### src/rtl/pcs_rx_sync_param.sv
// -----------------------------------------------------------------------------
// pcs_rx_sync_param
// 1000BASE-X code-group synchronisation state machine with programmable
// acquire / loss / recovery thresholds.
//
// Sits after the deserialiser and 8b10b decoder. It tracks comma alignment,
// declares code_sync_status and marks even/odd code-groups for the rx FSM.
//
// Parameters
//   COMMA_ACQ   commas (each followed by /D/) needed to reach sync, 1..7
//   BAD_LIMIT   bad levels; a cgbad at level BAD_LIMIT-1 drops sync, 2..8
//   GOOD_RECOV  consecutive good code-groups that lower the bad level, 1..15
//   CNT_W       width of the saturating loss-of-sync event counter
//
// Ports
//   clk              receive clock
//   reset            asynchronous active-low reset
//   signal_detect    PMD signal detect, 0 forces loss of sync
//   cg_en            cg_in and decoder flags carry a new code-group
//   cg_in[9:0]       code-group, cg_in[9] is bit 'a' (first on the wire)
//   cg_invalid       decoder: invalid for the current running disparity
//   cg_is_k          decoder: valid special (K) code-group
//   loss_cnt_clr     synchronous clear of loss_cnt
//   cg_out[9:0]      cg_in registered on cg_en
//   comma_out        comma flag aligned with cg_out
//   code_sync_status 1 while synchronised
//   rx_even          even/odd marker aligned with cg_out
//   bad_level[2:0]   current bad level (0 outside sync)
//   loss_cnt         sync-to-loss event count, saturating
// -----------------------------------------------------------------------------
module pcs_rx_sync_param #(
  parameter int COMMA_ACQ  = 3,
  parameter int BAD_LIMIT  = 4,
  parameter int GOOD_RECOV = 3,
  parameter int CNT_W      = 8
) (
  input  logic             clk,
  input  logic             reset,
  input  logic             signal_detect,
  input  logic             cg_en,
  input  logic [9:0]       cg_in,
  input  logic             cg_invalid,
  input  logic             cg_is_k,
  input  logic             loss_cnt_clr,
  output logic [9:0]       cg_out,
  output logic             comma_out,
  output logic             code_sync_status,
  output logic             rx_even,
  output logic [2:0]       bad_level,
  output logic [CNT_W-1:0] loss_cnt
);

  typedef enum logic [1:0] {
    ST_LOSS      = 2'd0,
    ST_COMMA_DET = 2'd1,
    ST_ACQ       = 2'd2,
    ST_SYNC      = 2'd3
  } state_t;

  localparam logic [2:0]       ACQ_TGT  = 3'(COMMA_ACQ);
  localparam logic [2:0]       BAD_TOP  = 3'(BAD_LIMIT - 1);
  localparam logic [3:0]       GOOD_TGT = 4'(GOOD_RECOV);
  localparam logic [CNT_W-1:0] CNT_MAX  = {CNT_W{1'b1}};

  // Comma = the 7-bit comma pattern in either disparity.
  function automatic logic is_comma(input logic [9:0] cg);
    is_comma = (cg[9:3] == 7'b0011111) || (cg[9:3] == 7'b1100000);
  endfunction

  state_t           state_r, state_s;
  logic [2:0]       comma_cnt_r, comma_cnt_s;
  logic [3:0]       good_cnt_r, good_cnt_s;
  logic [2:0]       bad_level_r, bad_level_s;
  logic             rx_even_r, rx_even_s;
  logic [9:0]       cg_out_r;
  logic             comma_out_r;
  logic             status_r;
  logic [CNT_W-1:0] loss_cnt_r, loss_cnt_s;
  logic             loss_event_s;

  logic comma_s, data_s, cgbad_s;

  // Classification of the incoming code-group against the current parity.
  always_comb begin
    comma_s = is_comma(cg_in);
    data_s  = !cg_invalid && !cg_is_k;
    cgbad_s = cg_invalid || (comma_s && rx_even_r);
  end

  // Next-state and counter updates; only enabled cycles advance the FSM.
  always_comb begin
    state_s      = state_r;
    comma_cnt_s  = comma_cnt_r;
    good_cnt_s   = good_cnt_r;
    bad_level_s  = bad_level_r;
    rx_even_s    = rx_even_r;
    loss_event_s = 1'b0;
    if (!signal_detect) begin
      // Loss of signal: behave as LOSS with everything cleared.
      state_s     = ST_LOSS;
      comma_cnt_s = 3'd0;
      good_cnt_s  = 4'd0;
      bad_level_s = 3'd0;
      if (cg_en) begin
        rx_even_s = !rx_even_r;
      end else begin
        rx_even_s = rx_even_r;
      end
    end else if (cg_en) begin
      case (state_r)
        ST_LOSS: begin
          if (comma_s) begin
            state_s     = ST_COMMA_DET;
            comma_cnt_s = 3'd1;
            rx_even_s   = 1'b1;
          end else begin
            rx_even_s = !rx_even_r;
          end
        end
        ST_COMMA_DET: begin
          if (data_s) begin
            rx_even_s = 1'b0;
            if (comma_cnt_r == ACQ_TGT) begin
              state_s     = ST_SYNC;
              bad_level_s = 3'd0;
              good_cnt_s  = 4'd0;
            end else begin
              state_s = ST_ACQ;
            end
          end else begin
            state_s     = ST_LOSS;
            comma_cnt_s = 3'd0;
            rx_even_s   = !rx_even_r;
          end
        end
        ST_ACQ: begin
          if (cgbad_s) begin
            state_s     = ST_LOSS;
            comma_cnt_s = 3'd0;
            rx_even_s   = !rx_even_r;
          end else if (comma_s) begin
            // A good comma here is necessarily on an even position.
            state_s     = ST_COMMA_DET;
            comma_cnt_s = comma_cnt_r + 3'd1;
            rx_even_s   = 1'b1;
          end else begin
            rx_even_s = !rx_even_r;
          end
        end
        ST_SYNC: begin
          rx_even_s = !rx_even_r;
          if (cgbad_s) begin
            if (bad_level_r == BAD_TOP) begin
              state_s      = ST_LOSS;
              bad_level_s  = 3'd0;
              good_cnt_s   = 4'd0;
              comma_cnt_s  = 3'd0;
              loss_event_s = 1'b1;
            end else begin
              bad_level_s = bad_level_r + 3'd1;
              good_cnt_s  = 4'd0;
            end
          end else if (bad_level_r != 3'd0) begin
            if ((good_cnt_r + 4'd1) == GOOD_TGT) begin
              bad_level_s = bad_level_r - 3'd1;
              good_cnt_s  = 4'd0;
            end else begin
              good_cnt_s = good_cnt_r + 4'd1;
            end
          end else begin
            good_cnt_s = good_cnt_r;
          end
        end
        default: begin
          state_s     = ST_LOSS;
          comma_cnt_s = 3'd0;
          good_cnt_s  = 4'd0;
          bad_level_s = 3'd0;
        end
      endcase
    end else begin
      state_s = state_r;
    end
  end

  // Loss counter: clear beats a same-cycle event; saturates at all-ones.
  always_comb begin
    loss_cnt_s = loss_cnt_r;
    if (loss_cnt_clr) begin
      loss_cnt_s = '0;
    end else if (loss_event_s && (loss_cnt_r != CNT_MAX)) begin
      loss_cnt_s = loss_cnt_r + {{(CNT_W-1){1'b0}}, 1'b1};
    end else begin
      loss_cnt_s = loss_cnt_r;
    end
  end

  // State and control registers.
  always_ff @(posedge clk or negedge reset) begin
    if (!reset) begin
      state_r     <= ST_LOSS;
      comma_cnt_r <= 3'd0;
      good_cnt_r  <= 4'd0;
      bad_level_r <= 3'd0;
      rx_even_r   <= 1'b0;
      status_r    <= 1'b0;
      loss_cnt_r  <= '0;
    end else begin
      state_r     <= state_s;
      comma_cnt_r <= comma_cnt_s;
      good_cnt_r  <= good_cnt_s;
      bad_level_r <= bad_level_s;
      rx_even_r   <= rx_even_s;
      status_r    <= (state_s == ST_SYNC);
      loss_cnt_r  <= loss_cnt_s;
    end
  end

  // Code-group pass-through, aligned with rx_even.
  always_ff @(posedge clk or negedge reset) begin
    if (!reset) begin
      cg_out_r    <= 10'd0;
      comma_out_r <= 1'b0;
    end else if (cg_en) begin
      cg_out_r    <= cg_in;
      comma_out_r <= comma_s;
    end else begin
      cg_out_r    <= cg_out_r;
      comma_out_r <= comma_out_r;
    end
  end

  assign cg_out           = cg_out_r;
  assign comma_out        = comma_out_r;
  assign code_sync_status = status_r;
  assign rx_even          = rx_even_r;
  assign bad_level        = bad_level_r;
  assign loss_cnt         = loss_cnt_r;

endmodule

### config.mk
export PLATFORM = sky130hd
export DESIGN_NAME = pcs_rx_sync_param
export DESIGN_NICKNAME = d
export VERILOG_FILES = /design/src/rtl/pcs_rx_sync_param.sv
export SDC_FILE = /design/constraint.sdc
export NUM_CORES = 1
export LEC_CHECK = 0
export BUFFER_PORTS_ARGS = -buffer_cell sky130_fd_sc_hd__buf_4
export CAP_MARGIN = 25
export CELL_PAD_IN_SITES_DETAIL_PLACEMENT = 0
export CELL_PAD_IN_SITES_GLOBAL_PLACEMENT = 1
export CORE_AREA = 3 3 77 79
export CTS_CLUSTER_DIAMETER = 120
export DETAILED_ROUTE_END_ITERATION = 8
export DIE_AREA = 0 0 80 82
export MAX_ROUTING_LAYER = met4
export PLACE_DENSITY = 0.75
export SETUP_SLACK_MARGIN = 0.05
export SLEW_MARGIN = 20
export SYNTH_ARGS = -nofsm -noshare
export SYNTH_HDL_FRONTEND = slang
export SYNTH_SLANG_ARGS = --single-unit
### constraint.sdc
create_clock -name clk -period 1.7 [get_ports clk]
set_input_delay 0 -clock clk [delete_from_list [all_inputs] [get_ports clk]]
set_output_delay 0 -clock clk [all_outputs]
set_load 0.005 [all_outputs]
==> impl_metrics.env <==
export IMPL_status="complete, but fails checks"
export IMPL_violations="negative setup slack"
export IMPL_numCtsBuffers=5
export IMPL_syn_nets=219
export IMPL_yosysMostFrequentCell="dfrtp_1"
export IMPL_hold_viol=0
export IMPL_post_route_period_util_pct=103.1
export IMPL_syn_area_um2=1941
export IMPL_cts_sinks=33
export IMPL_synth_top_cell_by_area="dfrtp_1"
export IMPL_grt_pass1_wl_um=8652
export IMPL_ys_async_sr_fraction_pct=100.0
export IMPL_place_congestion=0.8582
export IMPL_synth_area_leaders="dfrtp_1 43%, mux2_2 5.8%, ha_1 5.2%"
export IMPL_startpoint_type="flip-flop"
export IMPL_endpoint="good_cnt_r[3]$_DFFE_PN0P_"
export IMPL_drt_total_wl_um=5325
export IMPL_critPathMaxFanout=4
export IMPL_slew_limit_headroom_pct=62.68
export IMPL_synthCells=194
export IMPL_initial_core_util_pct=35.90
export IMPL_p_per_area_nw_per_um2=557.6
export IMPL_rows=27
export IMPL_p_leak_uw=0.001353
export IMPL_grt_pass1_vias=1895
export IMPL_syn_to_final_growth_pct=60.48
export IMPL_layout_min_cycle_time_ns=1.753
export IMPL_nets=313
export IMPL_dieArea_um2=6560
export IMPL_met1_length_um=2387
export IMPL_clk_path_buf_depth=2
export IMPL_fin_area_um2=3114
export IMPL_clock_latency_ns=0.28
export IMPL_drv_slew=0
export IMPL_whs_path_depth=2
export IMPL_rsz0062_at_grt="true"
export IMPL_worst_slew_pin_slew_ns=0.5598
export IMPL_skew_ns=0.006974
export IMPL_yosysTopAreaCellShare_pct=42.55
export IMPL_drt_iter0_drc=56
export IMPL_synth_edf_count=0
export IMPL_synthFlopType="dfrtp_1"
export IMPL_path_clk_slew_ns=0.07
export IMPL_route_met2_wl_um=2629
export IMPL_grt_max_degree=34
export IMPL_dp_worst_setup_slack_ns=-0.1336
export IMPL_arrival_ns=1.97
export IMPL_synth_area_per_cell_um2=10.00
export IMPL_max_freq_ghz=0.5704
export IMPL_htreeDepth=2
export IMPL_min_from="cg_in[3]"
export IMPL_rr_endpoint="good_cnt_r[3]$_DFFE_PN0P_"
export IMPL_tritoncts="yes"
export IMPL_worstSetupEndpointType="flip-flop"
export IMPL_vias=1883
export IMPL_startpoint="rx_even$_DFFE_PN0P_"
export IMPL_die_h_um=82
export IMPL_placed_cell_area_um2=2595
export IMPL_drive_gt1_share_pct=49.65
export IMPL_wl_met3_um=251
export IMPL_overflow=0
export IMPL_drcViolationCount=0
export IMPL_portBuffers=40
export IMPL_io_pins=41
export IMPL_maxCapViolations=0
export IMPL_final_setup_worst_slack_ns=-0.05330
export IMPL_core_um2=5405
export IMPL_grtUsageTotal_pct=17.24
export IMPL_die_w_um=80
export IMPL_crit_type="reg2reg"
export IMPL_via_per_inst=5.231
export IMPL_first_pass_iters=4
export IMPL_antenna_found_initial=0
export IMPL_peakVddDrop_uv=399.8
export IMPL_ff2ff_path_depth=5
export IMPL_reg2reg_slack_ns=-0.05
export IMPL_antennaDiodeCount=0
export IMPL_finalSetupViolCount=5
export IMPL_root_buffer="clkbuf_8"
export IMPL_hpwl_um=3515
export IMPL_wl_per_cell_um=14.79
export IMPL_hold_path_class="in2reg"
export IMPL_ys_seq_area_share_pct=42.55
export IMPL_worstReg2RegStart="rx_even$_DFFE_PN0P_"
export IMPL_required_ns=1.92
export IMPL_highest_layer="met4"
export IMPL_synth_seq_cells=33
export IMPL_num_fill_cells=477
export IMPL_synthDistinctLibCells=55
export IMPL_ant_nets=0
export IMPL_post_route_util_pct=57.62
export IMPL_yosys_top_cells_count="33 x dfrtp_1, 15 x nand2_1, 14 x nor2_1"
export IMPL_yosysWarnings=0
-- flip-flops by register name, summed over array words and instances (netlist names) --
signal / flops
cg_out: 10
loss_cnt: 8
good_cnt_r: 4
bad_level: 3
comma_cnt_r: 3
state_r: 2
code_sync_status: 1
comma_out: 1
rx_even: 1
-- cells in the final DEF (no fill, tap or decap), types with 2 or more instances in the layout --
master	instances
nor4_4	3
mux2_2	10
ha_2	2
clkbuf_8	6
nand2_2	2
mux2i_1	2
dfrtp_1	33
xnor2_1	6
and2_1	3
buf_4	80
and4bb_2	2
a21oi_1	6
o21ai_1	4
dlygate4sd3_1	10
ha_4	2
nor3b_1	2
nor3_1	2
nor3b_2	2
and3_1	2
nor3_2	2
nor2_1	13
buf_6	5
nand2_1	13
a21oi_2	3
a21o_1	2
inv_1	6
o21ai_0	6
nand3_1	6
nand4_1	5
ha_1	4
-- worst min path at each step --
| stage | end | slack [ns] |
|---|---|---|
| floorplan | bad_level[0]$_DFFE_PN0P_ | -0.30 |
| global placement | loss_cnt[3]$_DFFE_PN0P_ | -0.03 |
| detailed placement | loss_cnt[3]$_DFFE_PN0P_ | -0.02 |
| CTS | cg_out[4]$_DFFE_PN0P_ | 0.002 |
| global route | cg_out[4]$_DFFE_PN0P_ | 0.02 |
| finish | cg_out[3]$_DFFE_PN0P_ | 0.01 |
-- kinds of logic (layout without fill, tap and decap cells) --
| kind of cell | Yosys count | after routing | synth area share (%) |
|---|---|---|---|
| buffers and inverters | 14 | 108 | 3.159 |
| XOR/XNOR | 7 | 7 | 3.159 |
| multiplexers | 12 | 12 | 6.834 |
| AO/OA/AOI/OAI | 45 | 45 | 17.22 |
| AND/OR/NAND/NOR | 75 | 75 | 21.92 |
| adder cells (fa/ha/maj) | 8 | 8 | 5.158 |
| flip-flops | 33 | 33 | 42.55 |
-- per-stage QoR --
stage	total power, uW	hold WS [ns]	instances	TNS [ns]
floorplan	963.1	-0.2956	194	-0.06355
global placement	1108	-0.02826	331	-0.4523
detailed placement	1109	-0.02231	331	-0.6549
CTS	1747	0.001666	354	-0.1484
global route	1818	0.01750	360	-1.199
finish	1736	0.01058	360	-0.1316
-- layout make-up --
cell class / instances / area, um2 / share of cell area (%)
repair buffers: 95 / 757.0 / 24.31
clock buffers: 7 / 86.33 / 2.772
inverters: 6 / 22.52 / 0.7232
flip-flops and latches: 33 / 825.8 / 26.52
well taps: 72 / 90.09 / 2.893
multi-input cells: 147 / 1333 / 42.79
-- report_power, final --
part,switching [uW],total (uW),internal (uW)
Sequential,19.3,837,818
Clock,280,601,321
Combinational,142,298,157
-- metal layers --
layer,vias to the layer above,track usage [%]
met5,-,-
met4,0,5.405
met3,4,3.618
met2,45,28.64
met1,930,21.11
li1,904,-
-- critical path, stage by stage (launching register included) --
cell and delay [ns]:
dfrtp_1 0.41, nor4b_4 0.15, a221oi_4 0.39, nand2_2 0.13, or4_1 0.51, nand3_1 0.09
-- repair_timing --
| item | CTS | global route |
|---|---|---|
| buffers inserted | 7 | 7 |
| pin swaps | 13 | 27 |
| hold buffers | 10 | 0 |
| endpoints found under the setup margin | 19 | 19 |
| cloned | 0 | 0 |
| hold endpoints to repair | 49 | 0 |
| resized for setup | 23 | 28 |
Note: power is estimated with default switching activity, not from simulation.
